<file path="config.mk">
export PLATFORM = sky130hd
export DESIGN_NAME = affine_seq_alu
export DESIGN_NICKNAME = d
export VERILOG_FILES = /design/src/rtl/affine_seq_alu.sv
export SDC_FILE = /design/constraint.sdc
export NUM_CORES = 1
export LEC_CHECK = 0
export CORE_ASPECT_RATIO = 1.4
export CORE_MARGIN = 2
export CORE_UTILIZATION = 35
export CTS_BUF_LIST = sky130_fd_sc_hd__clkbuf_2 sky130_fd_sc_hd__clkbuf_4 sky130_fd_sc_hd__clkbuf_8
export DETAILED_ROUTE_END_ITERATION = 8
export PLACE_DENSITY_LB_ADDON = 0.12
export SYNTH_ARGS = -nofsm -noshare
export SYNTH_HDL_FRONTEND = slang
export SYNTH_SLANG_ARGS = --single-unit
</file>
<file path="constraint.sdc">
create_clock -name clk -period 5.5 [get_ports clk]
set_input_delay 0.55 -clock clk [delete_from_list [all_inputs] [get_ports clk]]
set_output_delay 0.55 -clock clk [all_outputs]
set_load 0.01 [all_outputs]
</file>
<file path="src/rtl/affine_seq_alu.sv">
// affine_seq_alu: multi-cycle affine datapath, result = (A * imm2) >>> FRAC + B.
// An iterative radix-2 signed multiplier produces an exact 2N-bit product.
// One add cycle follows, with optional saturation. A sticky halt state is
// left only through nReset.
module affine_seq_alu #(
  parameter int N      = 8,
  parameter int FRAC   = 0,
  parameter bit SAT_EN = 1'b1
) (
  input  logic         clk,
  input  logic         nReset,
  input  logic         start,
  output logic         ready,
  input  logic         wdual,
  input  logic [1:0]   mul_a_sel,
  input  logic [1:0]   add_b_sel,
  input  logic         halt,
  input  logic [N-1:0] rs_data,
  input  logic [N-1:0] rd_data,
  input  logic [N-1:0] imm1,
  input  logic [N-1:0] imm2,
  output logic [N-1:0] result,
  output logic [N-1:0] result_hi,
  output logic         valid,
  output logic         busy,
  output logic         halted
);

  localparam int CW = $clog2(N);

  typedef enum logic [2:0] {
    S_IDLE = 3'd0,
    S_MUL  = 3'd1,
    S_ADD  = 3'd2,
    S_DONE = 3'd3,
    S_HALT = 3'd4
  } state_t;

  state_t          state_q;
  logic [2*N-1:0]  mcand_q;     // sign-extended A, shifted left each MUL cycle
  logic [N-1:0]    mplier_q;    // imm2, shifted right each MUL cycle
  logic [2*N-1:0]  prod_q;
  logic [CW-1:0]   count_q;
  logic [N-1:0]    b_q;
  logic            wdual_q;
  logic [N-1:0]    sum_q;
  logic [N-1:0]    result_q;
  logic [N-1:0]    result_hi_q;
  logic            valid_q;

  logic [N-1:0]    a_mux_s;
  logic [N-1:0]    b_mux_s;
  logic [2*N-1:0]  addend_s;
  logic [2*N-1:0]  prod_d;
  logic [N:0]      scaled_s;
  logic [N+1:0]    sum_s;
  logic [2:0]      sum_top_s;
  logic [N-1:0]    sat_s;

  // Operand selection, partial-product step and final scaled add/saturate
  always_comb begin
    a_mux_s   = rs_data;
    b_mux_s   = {N{1'b0}};
    addend_s  = {(2*N){1'b0}};
    prod_d    = prod_q;
    scaled_s  = {(N+1){1'b0}};
    sum_s     = {(N+2){1'b0}};
    sum_top_s = 3'b000;
    sat_s     = {N{1'b0}};

    case (mul_a_sel)
      2'b00:   a_mux_s = rs_data;
      2'b01:   a_mux_s = rd_data;
      2'b10:   a_mux_s = imm1;
      2'b11:   a_mux_s = {{(N-1){1'b0}}, 1'b1};
      default: a_mux_s = rs_data;
    endcase

    case (add_b_sel)
      2'b00:   b_mux_s = {N{1'b0}};
      2'b01:   b_mux_s = rs_data;
      2'b10:   b_mux_s = rd_data;
      2'b11:   b_mux_s = imm1;
      default: b_mux_s = {N{1'b0}};
    endcase

    // The multiplier's MSB carries weight -2^(N-1), so the last step subtracts.
    if (mplier_q[0]) begin
      addend_s = mcand_q;
    end else begin
      addend_s = {(2*N){1'b0}};
    end
    if (count_q == CW'(N-1)) begin
      prod_d = prod_q - addend_s;
    end else begin
      prod_d = prod_q + addend_s;
    end

    // Arithmetic shift by FRAC keeping N+1 bits; FRAC+N never exceeds 2N-1.
    scaled_s  = prod_q[FRAC +: N+1];
    sum_s     = {scaled_s[N], scaled_s} + {{2{b_q[N-1]}}, b_q};
    sum_top_s = sum_s[N+1:N-1];

    if (SAT_EN && (sum_top_s != 3'b000) && (sum_top_s != 3'b111)) begin
      if (sum_s[N+1]) begin
        sat_s = {1'b1, {(N-1){1'b0}}};
      end else begin
        sat_s = {1'b0, {(N-1){1'b1}}};
      end
    end else begin
      sat_s = sum_s[N-1:0];
    end
  end

  // Control FSM with operand latches, datapath registers and registered outputs
  always_ff @(posedge clk or negedge nReset) begin
    if (!nReset) begin
      state_q     <= S_IDLE;
      mcand_q     <= {(2*N){1'b0}};
      mplier_q    <= {N{1'b0}};
      prod_q      <= {(2*N){1'b0}};
      count_q     <= {CW{1'b0}};
      b_q         <= {N{1'b0}};
      wdual_q     <= 1'b0;
      sum_q       <= {N{1'b0}};
      result_q    <= {N{1'b0}};
      result_hi_q <= {N{1'b0}};
      valid_q     <= 1'b0;
    end else begin
      valid_q <= 1'b0;
      case (state_q)
        S_IDLE: begin
          if (start) begin
            if (halt) begin
              state_q <= S_HALT;
            end else begin
              mcand_q  <= {{N{a_mux_s[N-1]}}, a_mux_s};
              mplier_q <= imm2;
              prod_q   <= {(2*N){1'b0}};
              count_q  <= {CW{1'b0}};
              b_q      <= b_mux_s;
              wdual_q  <= wdual;
              state_q  <= S_MUL;
            end
          end
        end
        S_MUL: begin
          prod_q   <= prod_d;
          mcand_q  <= {mcand_q[2*N-2:0], 1'b0};
          mplier_q <= {1'b0, mplier_q[N-1:1]};
          count_q  <= count_q + CW'(1);
          if (count_q == CW'(N-1)) begin
            state_q <= S_ADD;
          end
        end
        S_ADD: begin
          sum_q   <= sat_s;
          state_q <= S_DONE;
        end
        S_DONE: begin
          result_q <= sum_q;
          if (wdual_q) begin
            result_hi_q <= prod_q[2*N-1:N];
          end else begin
            result_hi_q <= {N{1'b0}};
          end
          valid_q <= 1'b1;
          state_q <= S_IDLE;
        end
        S_HALT: begin
          state_q <= S_HALT;
        end
        default: begin
          state_q <= S_IDLE;
        end
      endcase
    end
  end

  assign ready     = (state_q == S_IDLE);
  assign busy      = (state_q == S_MUL) || (state_q == S_ADD);
  assign halted    = (state_q == S_HALT);
  assign result    = result_q;
  assign result_hi = result_hi_q;
  assign valid     = valid_q;

endmodule

</file>
# Word-level counts from Yosys, hierarchy flattened
# Cells that the tools add are included.
[classes]
n_addsub = 4
n_eq_ne = 15
mux = 24
n_bitwise = 1
reduce_logical = 10
[op_table]
columns = ["cell", "n"]
rows = [
  ["$mux W16", 6],
  ["$pmux W16 S2", 2],
  ["$pmux W8 S4", 2],
  ["$mux W8", 5],
  ["$add A16 B16 Y16", 1],
  ["$pmux W8 S2", 1],
  ["$sub A16 B16 Y16", 1],
  ["$mux W3", 5],
  ["$pmux W3 S4", 1],
  ["$add A9 B8 Y10", 1],
  ["$eq A2 B2 Y1 const B", 4],
  ["$eq A3 B2 Y1 const B", 2],
  ["$eq A3 B3 Y1 const B", 2],
  ["$ne A2 B2 Y1 const B", 3],
  ["$pmux W3 S2", 1],
  ["$reduce_and A3 Y1", 2],
  ["$eq A2 B1 Y1 const B", 2],
  ["$logic_not A2 Y1", 2],
  ["$add A3 B1 Y3 const B", 1],
  ["$eq A3 B1 Y1 const B", 1],
  ["$logic_not A3 Y1", 1],
  ["$ne A3 B3 Y1 const B", 1],
  ["$reduce_bool A3 Y1", 1],
  ["$reduce_and A2 Y1", 1],
  ["5 further kinds", 5],
]
[totals]
regBits = 80
inputBits = 41
out_inout_bits = 20
elab_cells = 65

# Longest topological paths before layout
# Gate-level depths: netlist (run 1).
[depth]
word_depth = 5
mapped_depth = 16
ltp_nobuf = 14

# Worst setup path before layout (run 1)
# Ideal clock, no wire load.
[synth_timing]
path_kind = "flip-flop to flip-flop"
from = "register count_q[0]"
to = "register prod_q[15]"
setup_ps = 80
arrival_ps = 3074
required_ps = 5420
setup_slack_ps = 2346
path_stages_with_launch = 15
path_buffers = 2
period_less_slack_ps = 3154
path_cell_list = "dfrtp_1 ha_1 ha_1 clkbuf_1 clkbuf_1 o21ai_0 inv_1 ha_1 nor2b_1 o31ai_1 a21oi_1 a311oi_1 o311ai_1 and2_4 o211ai_2"
[synth_between]
elab_chain_cells = 3
[synth_rtl]
columns = ["element", "line", "rtl"]
rows = [
  ["from (decl)", "43", "logic [CW-1:0] count_q;"],
  ["from (signal assigned)", "122", "count_q <= {CW{1'b0}};"],
  ["from (signal assigned)", "140", "count_q <= {CW{1'b0}};"],
  ["from (signal assigned)", "151", "count_q <= count_q + CW'(1);"],
  ["$eq A3 B3 Y1", "93", "if (count_q == CW'(N-1)) begin"],
  ["$mux W16", "93", ""],
  ["$pmux W16 S2", "131", "case (state_q)"],
  ["to (signal assigned)", "121", "prod_q <= {(2*N){1'b0}};"],
  ["to (signal assigned)", "139", "prod_q <= {(2*N){1'b0}};"],
  ["to (signal assigned)", "148", "prod_q <= prod_d;"],
  ["to (decl)", "42", "logic [2*N-1:0] prod_q;"],
]
# No other way between the ends.
# A chain may end at the register's enable or synchronous reset.

# Worst setup path in the final report (run 1)
[layout_timing]
from = "register mplier_q[0]"
to = "register prod_q[15]"
[layout_between]
elab_chain_cells = 4
[layout_rtl]
columns = ["element", "line", "rtl"]
rows = [
  ["from (decl)", "41", "logic [N-1:0] mplier_q;"],
  ["from (signal assigned)", "120", "mplier_q <= {N{1'b0}};"],
  ["from (signal assigned)", "138", "mplier_q <= imm2;"],
  ["from (signal assigned)", "150", "mplier_q <= {1'b0, mplier_q[N-1:1]};"],
  ["$mux W16 *", "88", "if (mplier_q[0]) begin"],
  ["$add A16 B16 Y16 or $sub A16 B16 Y16 (tied branches)", "96, 94", ""],
  ["$mux W16 *", "93", ""],
  ["$pmux W16 S2 *", "131", ""],
]
# Every way passes the cells marked *; elsewhere a longest branch is shown, timed or not.

==> results of run 1 <==
==> power by group through the flow <==
stage | Sequential (mW) | Clock [mW] | Combinational (mW)
5_1_grt | 1.06 | 0.499 | 2.02
4_1_cts | 1.03 | 0.477 | 1.79
2_1_floorplan | 0.917 | 0 | 1.63
6_report | 1.02 | 0.461 | 1.79
3_5_place_dp | 1.04 | 0 | 1.78
3_3_place_gp | 1.03 | 0 | 1.76
==> cells in the mapped netlist (all sizes together), types with 2 or more instances <==
master | number | share of area, %
fa | 2 | 0.79
nor3 | 8 | 0.98
mux2 | 10 | 2.2
nand4 | 2 | 0.25
dfrtp | 80 | 39
xnor2 | 10 | 1.7
clkbuf | 25 | 1.9
o31ai | 4 | 0.86
ha | 27 | 6.6
nand2 | 111 | 8.2
o21a | 4 | 0.59
nor2 | 36 | 2.7
nor2b | 6 | 0.74
nand3 | 5 | 0.49
a21oi | 30 | 3.0
o21bai | 4 | 0.59
a22o | 3 | 0.52
o211ai | 7 | 1.1
xor2 | 12 | 2.1
a211o | 2 | 0.34
a221o | 9 | 1.8
and2 | 3 | 0.42
nor3b | 2 | 0.29
mux2i | 15 | 3.0
a32o | 2 | 0.39
nor4 | 2 | 0.25
and3 | 2 | 0.25
a22oi | 10 | 1.5
buf | 5 | 0.57
nand3b | 4 | 0.59
bufbuf | 2 | 1.3
a31oi | 7 | 0.86
o21ai | 71 | 7.1
a211oi | 4 | 0.59
a311oi | 2 | 0.34
nand2b | 8 | 0.98
inv | 13 | 0.96
a21o | 8 | 1.2
==> kinds of logic (layout without fill, tap and decap cells) <==
logic type / after synthesis / in the layout
DFF: 80 / 80
adders and majority gates: 29 / 29
xor gates and xnor gates: 22 / 22
buffers and inverters: 47 / 92
and+or+nand+nor: 195 / 195
AOI/OAI and AO/OA: 175 / 175
muxes: 25 / 25
==> worst max-delay path, stage by stage (launching register included) <==
cell,delay [ns]
dfrtp_1,0.80
nand2_1,0.17
ha_1,0.28
nor2_1,0.25
nor2_1,0.11
a31oi_1,0.18
o21ai_0,0.19
ha_1,0.40
nand2_1,0.07
o21ai_0,0.24
and2_1,0.21
a311oi_1,0.07
o311ai_1,0.35
and2_4,0.21
o211ai_2,0.08
==> final cells by class <==
class | count | area [sq um] | share of cell area [%]
inverters | 14 | 52.6 | 0.883
well taps | 189 | 236 | 3.97
clock inverters | 7 | 80.1 | 1.35
repair buffers | 62 | 613 | 10.3
multi-input cells | 446 | 2840 | 47.8
flip-flops and latches | 80 | 2000 | 33.6
clock buffers | 9 | 124 | 2.08
==> registers in the layout (all words and copies together) (netlist names) <==
name       flops
result         8
result_hi      8
prod_q        16
wdual_q        1
state_q        3
count_q        3
b_q            8
mcand_q       16
sum_q          8
valid          1
mplier_q       8
==> layer usage <==
layer,vias to the layer above,global-route usage [%]
met5,-,0
li1,2121,-
met2,62,27.8
met4,0,4.54
met1,1994,21.4
met3,13,2.37
==> layout by cell type, fill, tap and decap left out, types with 4 or more instances in the layout <==
master / instances
a22oi_1: 10
inv_1: 13
xor2_1: 12
a221o_1: 7
a21o_1: 8
ha_1: 27
a211oi_1: 4
a31oi_1: 7
mux2i_1: 15
a21oi_1: 30
nor2b_1: 6
clkdlybuf4s50_1: 59
nand2b_1: 8
o21bai_1: 4
nor2_1: 36
o21ai_0: 69
o211ai_1: 6
nor3_1: 6
clkbuf_8: 9
nand2_1: 111
dfrtp_1: 80
o21a_1: 4
xnor2_1: 10
nand3b_1: 4
mux2_2: 10
nand3_1: 5
==> worst max-delay path by stage <==
stage                startpoint          to  slack [ns]  depth (start not counted)
global route        mplier_q[0]  prod_q[15]        1.45                         13
detailed placement  mplier_q[0]  prod_q[15]        1.87                         14
CTS                 mplier_q[0]  prod_q[15]        1.85                         14
finish              mplier_q[0]  prod_q[15]        1.79                         14
floorplan            count_q[0]  prod_q[15]        2.35                         14
global placement    mplier_q[0]  prod_q[15]        1.99                         13
==> results by group, run 1 <==
Outcome
  • Status: finished clean

Setup path
  • Reg-to-reg startpoint: mplier_q[0]
  • Worst setup SP type: flip-flop
  • Worst-path fanout max: 25
  • CP endpoint kind: flip-flop
  • Flop2flop setup slack: 1.79 ns
  • Worst Path Required: 5.75 ns
  • CP Class: flip-flop to flip-flop
  • Reg2Reg Depth: 14
  • RR Endpoint: prod_q[15]
  • Critical Path AT: about 4 ns

Routing
  • Met3 wire len: 306 microns
  • Vias per Instance: 5.19
  • WL final: 12200 microns
  • Vias: 4190
  • Highest Signal Layer: met4
  • DRT met1 WL: 5700 microns
  • Met2 Routed Length: 6010 microns
  • DRC Markers: 0
  • Drt initial violations: around 120
  • Routed len/inst: 15.1 microns
  • Routed Antenna Nets: 0
  • DR pass1 iterations: 4

Global route
  • Pin count of the biggest net entering global routing: 81
  • GRT Total Usage: 16.3%
  • Vias in the first global route: 4109
  • Grt ovf: 0
  • First-pass GRT wire length: 20300 microns
  • Initial antenna violation count: 0

Timing
  • Fin crit share: 67.4%
  • Post-Route Skew: 0.0123 ns
  • Final Hold Vio Count: 0
  • Final max-slew violation count: 0
  • Setup slack after layout: 1.79 ns
  • Fmax: 0.270 GHz
  • Post-Route Setup TNS: 0 ns
  • Hold_ws: 0.358 ns
  • Unrepaired setup endpoints after global routing: false
  • Fin crit period: 3.71 ns
  • Relative slew slack: 31.2%
  • Final setup vio count: 0
  • Worst Max-Slew Pin Slew: ~1.0 ns

Power and ir drop
  • Clock network power share: around 14%
  • VDD IR-drop max: 0.229 mV
  • Comb pwr share: 54.7%
  • Pint: roughly 1.8 mW
  • P_leak: about 2.6 nW
  • Switching pwr: 1.47 mW
  • Power share of the sequential group: 31.3%
  • Sw Share: 44.9%
  • PnR Total Power: 3.27 mW
  • Power per cell area: about 550 nW/um^2

Layout
  • Share of layout cells above drive strength 1: 7.28%
  • Diode count: 0
  • Post-route cell area: 5950 sq um
  • Finished Layout Cells: between 800 and 900
  • Layout Area Growth over Synthesis: 16.9%
  • Fin util: ~42%
  • Post-layout net count: 683
  • FILL cells: 1491

Clock network
  • Post-CTS Hold Fix Bufs: 0
  • CTS tree: built
  • Total CTS buffers: 9
  • Clock root buffer: clkbuf_8
  • Clock Sinks: 80
  • Worst skew pair latency: 0.36 ns
  • Htree depth: 3
  • Worst-path clk slew: around 0.090 ns
  • Postcts setup bufs: 0
  • Longest Clk Path Bufs: 2
  • Post-cts resize count: 0

Hold path
  • Hold crit path type: input pin to asynchronous set/reset pin

Place
  • Hpwl dp: 8930 microns
  • Gp weighted congestion: about 0.85
  • Placed cells: 791
  • Dpl ws: 1.87 ns
  • Placed inst area: 5750 sq um
  • Port Buffers: 60

Synth
  • Mux share of post-synthesis cell area: 5.16%
  • FFs w/ async S/R, synth: between 90% and 100%
  • Combinational family with the most area after synthesis: compound AO/OA/AOI/OAI gates
  • Post-synthesis compound-gate area fraction: 22.1%
  • Primary FF master, synth: dfrtp_1
  • Syn nets: 643
  • Synthesized area: 5090 sq um
  • EDFF count, synth: 0
  • Syn avg cell area: 8.88 sq um
  • Post-Syn Instances: 573
  • Post-synthesis sequential area ratio: 39.3%
  • Flops & latches, synth: 80
  • Synth cell types: 63
  • Synth Area in Simple Gates: 17.1%
  • YS warnings: 0
  • Synth Area in XOR/XNOR: 3.79%
  • Synth Area in Adders: under 10%

Floorplanning
  • Die H: approximately 150 microns
  • Die width: 106 microns
  • Core region area: 14300 sq um
  • Rows: 52
  • Die area: 15500 sq um
  • Initial core utilization: 35.6%
  • I/O pin total: 61

Flow run
  • MaxCap Viol Count: 0
No activity file was read; power rests on OpenSTA's default activity.
==> run 2, diff against run 1 <==
Clock period 5.5 ns to 3.79 ns, I/O delays scaled along.
==> run 2 against run 1 <==
Compared with the run above: first-iteration DRC count decreased by 3.4%; core utilization increased by 0.53 points; fmax increased by 11%; setup slack got worse by 1.3 ns; final area increased by 1.3%; sequential share of layout area decreased by 0.43 points; sequential cell count unchanged; total power increased by 50%; hold slack got worse by 0.16 ns; cell count increased by 0.62%; routed wire length increased by 0.92%; critical endpoint unchanged; largest cell class unchanged; highest routed layer unchanged.
==> results by group, run 2 (synthesized netlist as in run 1, its figures left out) <==
Setup path
  • Flop2flop setup slack: 0.46 ns (-1.34 ns)
  • Crit-path slowest cell: a21oi_1
  • Reg2Reg Depth: 13 (-1)
  • Crit path max-delay family: compound AO/OA/AOI/OAI gates
  • Critical Path AT: 3.62 ns (-0.34 ns)
  • Worst setup SP type: flip-flop
  • CP cell instances: ha_1 > ha_1 > nor2_1 > nor3_1 > a31oi_1 > o21ai_0 > ha_1 > o21ai_0 > a21oi_1 > a31oi_1 > a311o_2 > and2_4 > o211ai_2
  • Slowest stage delay, CP: 0.42 ns (-0.38 ns)
  • CP endpoint kind: flip-flop
  • RR Endpoint: prod_q[15]
  • CP Class: flip-flop to flip-flop
  • WP buf/inv: 0 (unchanged)
  • Reg-to-reg startpoint: count_q[0]
  • Worst-path fanout max: 8 (-68%)
  • Worst Path Required: 4.07 ns (-1.68 ns)
  • CP most frequent cell: ha_1

Clock network
  • Worst-path clk slew: 0.08 ns (about the same)
  • Clock root buffer: clkbuf_8
  • Longest Clk Path Bufs: 2 (unchanged)
  • Post-CTS Hold Fix Bufs: 0 (unchanged)
  • Htree depth: 3 (unchanged)
  • Clock Sinks: 80 (unchanged)
  • Total CTS buffers: 9 (unchanged)
  • Worst skew pair latency: 0.36 ns (about the same)
  • Postcts setup bufs: 0 (unchanged)
  • CTS tree: built
  • Post-cts resize count: 0 (unchanged)

Layout
  • Post-layout net count: 688 (+0.73%)
  • Share of layout cells above drive strength 1: 8.03% (+0.74 points)
  • FILL cells: 1479 (-0.80%)
  • Diode count: 0 (unchanged)
  • Most common cell after layout, fill and taps aside: nand2_1
  • Most frequent cells in the layout: nand2_1 (111), dfrtp_1 (80), o21ai_0 (69), clkdlybuf4s50_1 (59), nor2_1 (36)
  • Registers with the most flip-flops: mcand_q x16, prod_q x16
  • Layout Area Growth over Synthesis: 18.4%

Global route
  • First-pass GRT wire length: 20400 microns (+0.13%)
  • Met3 Use GR: 2.77% (+0.40 points)
  • Pin count of the biggest net entering global routing: 81 (unchanged)
  • M1 GR Usage: 20.6% (-0.77 points)
  • Vias in the first global route: 4123 (+0.34%)
  • Initial antenna violation count: 0 (unchanged)
  • Grt ovf: 0 (unchanged)
  • GRT Total Usage: 16.3% (+0.019 points)
  • GR peak layer: met2
  • Met2 global-route usage: 27.9% (+0.032 points)

Power and ir drop
  • Power per cell area: 813 nW/um^2 (+48%)
  • PnR Total Power: 4.90 mW (+50%)
  • P_leak: 2.67 nW (+1.7%)
  • VDD IR-drop max: 0.293 mV (+28%)

Timing
  • Hold_ws: 0.196 ns (-0.162 ns)
  • Fin crit share: 87.9% (+21 points)
  • Worst Max-Slew Pin Slew: 1.03 ns (-0.00104 ns)
  • Post-Route Skew: 0.00712 ns (-0.00517 ns)
  • Final max-slew violation count: 0 (unchanged)
  • Relative slew slack: 31.3% (+0.069 points)
  • Fmax: 0.300 GHz (+11%)
  • Final setup vio count: 0 (unchanged)
  • Post-Route Setup TNS: 0 ns (unchanged)
  • Fin crit period: 3.33 ns (-0.374 ns)
  • Final Hold Vio Count: 0 (unchanged)
  • Unrepaired setup endpoints after global routing: false

Routing
  • DRC Markers: 0 (unchanged)
  • DR pass1 iterations: 4 (unchanged)
  • Drt initial violations: 112 (-3.4%)
  • Vias: 4221 (+0.74%)
  • Routed Antenna Nets: 0 (unchanged)
  • Vias per Instance: 5.20 (+0.12%)
  • WL final: 12300 microns (+0.92%)
  • Routed len/inst: 15.1 microns (+0.30%)

Place
  • Hpwl dp: 9240 microns (+3.5%)
  • Port Buffers: 60 (unchanged)
  • Gp weighted congestion: 0.889 (+4.7%)

Flow run
  • MaxCap Viol Count: 0 (unchanged)

Outcome
  • Status: finished clean

Floorplanning
  • Die H: 147 microns (unchanged)
  • Die area: 15500 sq um (unchanged)
  • Die width: 106 microns (unchanged)
  • I/O pin total: 61 (unchanged)
  • Core region area: 14300 sq um (unchanged)
  • Rows: 52 (unchanged)
  • Initial core utilization: 35.6% (unchanged)

Hold path
  • Hold crit path type: input pin to asynchronous set/reset pin
[run 2: worst reg2reg max path, delay by kind of cell, from the launching register on]
kind            cells  cell delay [ns]
compound gates      7             1.54
simple gates        3             0.50
flops               1             0.40
fa+ha+maj           3             0.83
[run 2: per-layer routing]
metal / up-vias / part of all wire [%]
met5: - / 0
met4: 0 / 2.5
met3: 21 / 2.6
li1: 2128 / -
met1: 2009 / 45
met2: 63 / 50
[run 2: area by class of cell]
cell class / instances / area, sq um / area share (%)
Clock buffer: 9 / 124 / 2.06
Clock inverter: 7 / 119 / 1.97
Inverter: 14 / 52.6 / 0.872
Multi-Input combinational cell: 446 / 2840 / 47.2
Sequential cell: 80 / 2000 / 33.2
Tap cell: 189 / 236 / 3.92
Timing Repair Buffer: 67 / 651 / 10.8
[run 2: per-stage QoR]
step                      cells  util (%)  cell area [sq um]  setup slack [ns]
after floorplan             573         -               5090             0.636
after global placement      796      40.4               5780             0.558
after detailed placement    796      40.4               5780             0.488
after CTS                   812      42.1               6030             0.456
after global routing        812      42.1               6030             0.218
final                       812      42.1               6030             0.457
[run 2: worst max-delay path by stage]
stage | start | end | slack [ns] | cells past startpoint
after CTS | count_q[0] | prod_q[15] | 0.46 | 13
after detailed placement | count_q[0] | prod_q[15] | 0.49 | 13
final | count_q[0] | prod_q[15] | 0.46 | 13
after global placement | mcand_q[8] | prod_q[15] | 0.56 | 11
after floorplan | count_q[0] | prod_q[15] | 0.64 | 14
after global routing | count_q[0] | prod_q[15] | 0.22 | 13
[run 2: where the power goes]
part	leakage, nW	switching, mW	internal, mW	total (mW)
clock network	0.116	0.333	0.438	0.772
logic	1.50	1.47	1.20	2.68
registers	1.06	0.312	1.14	1.45
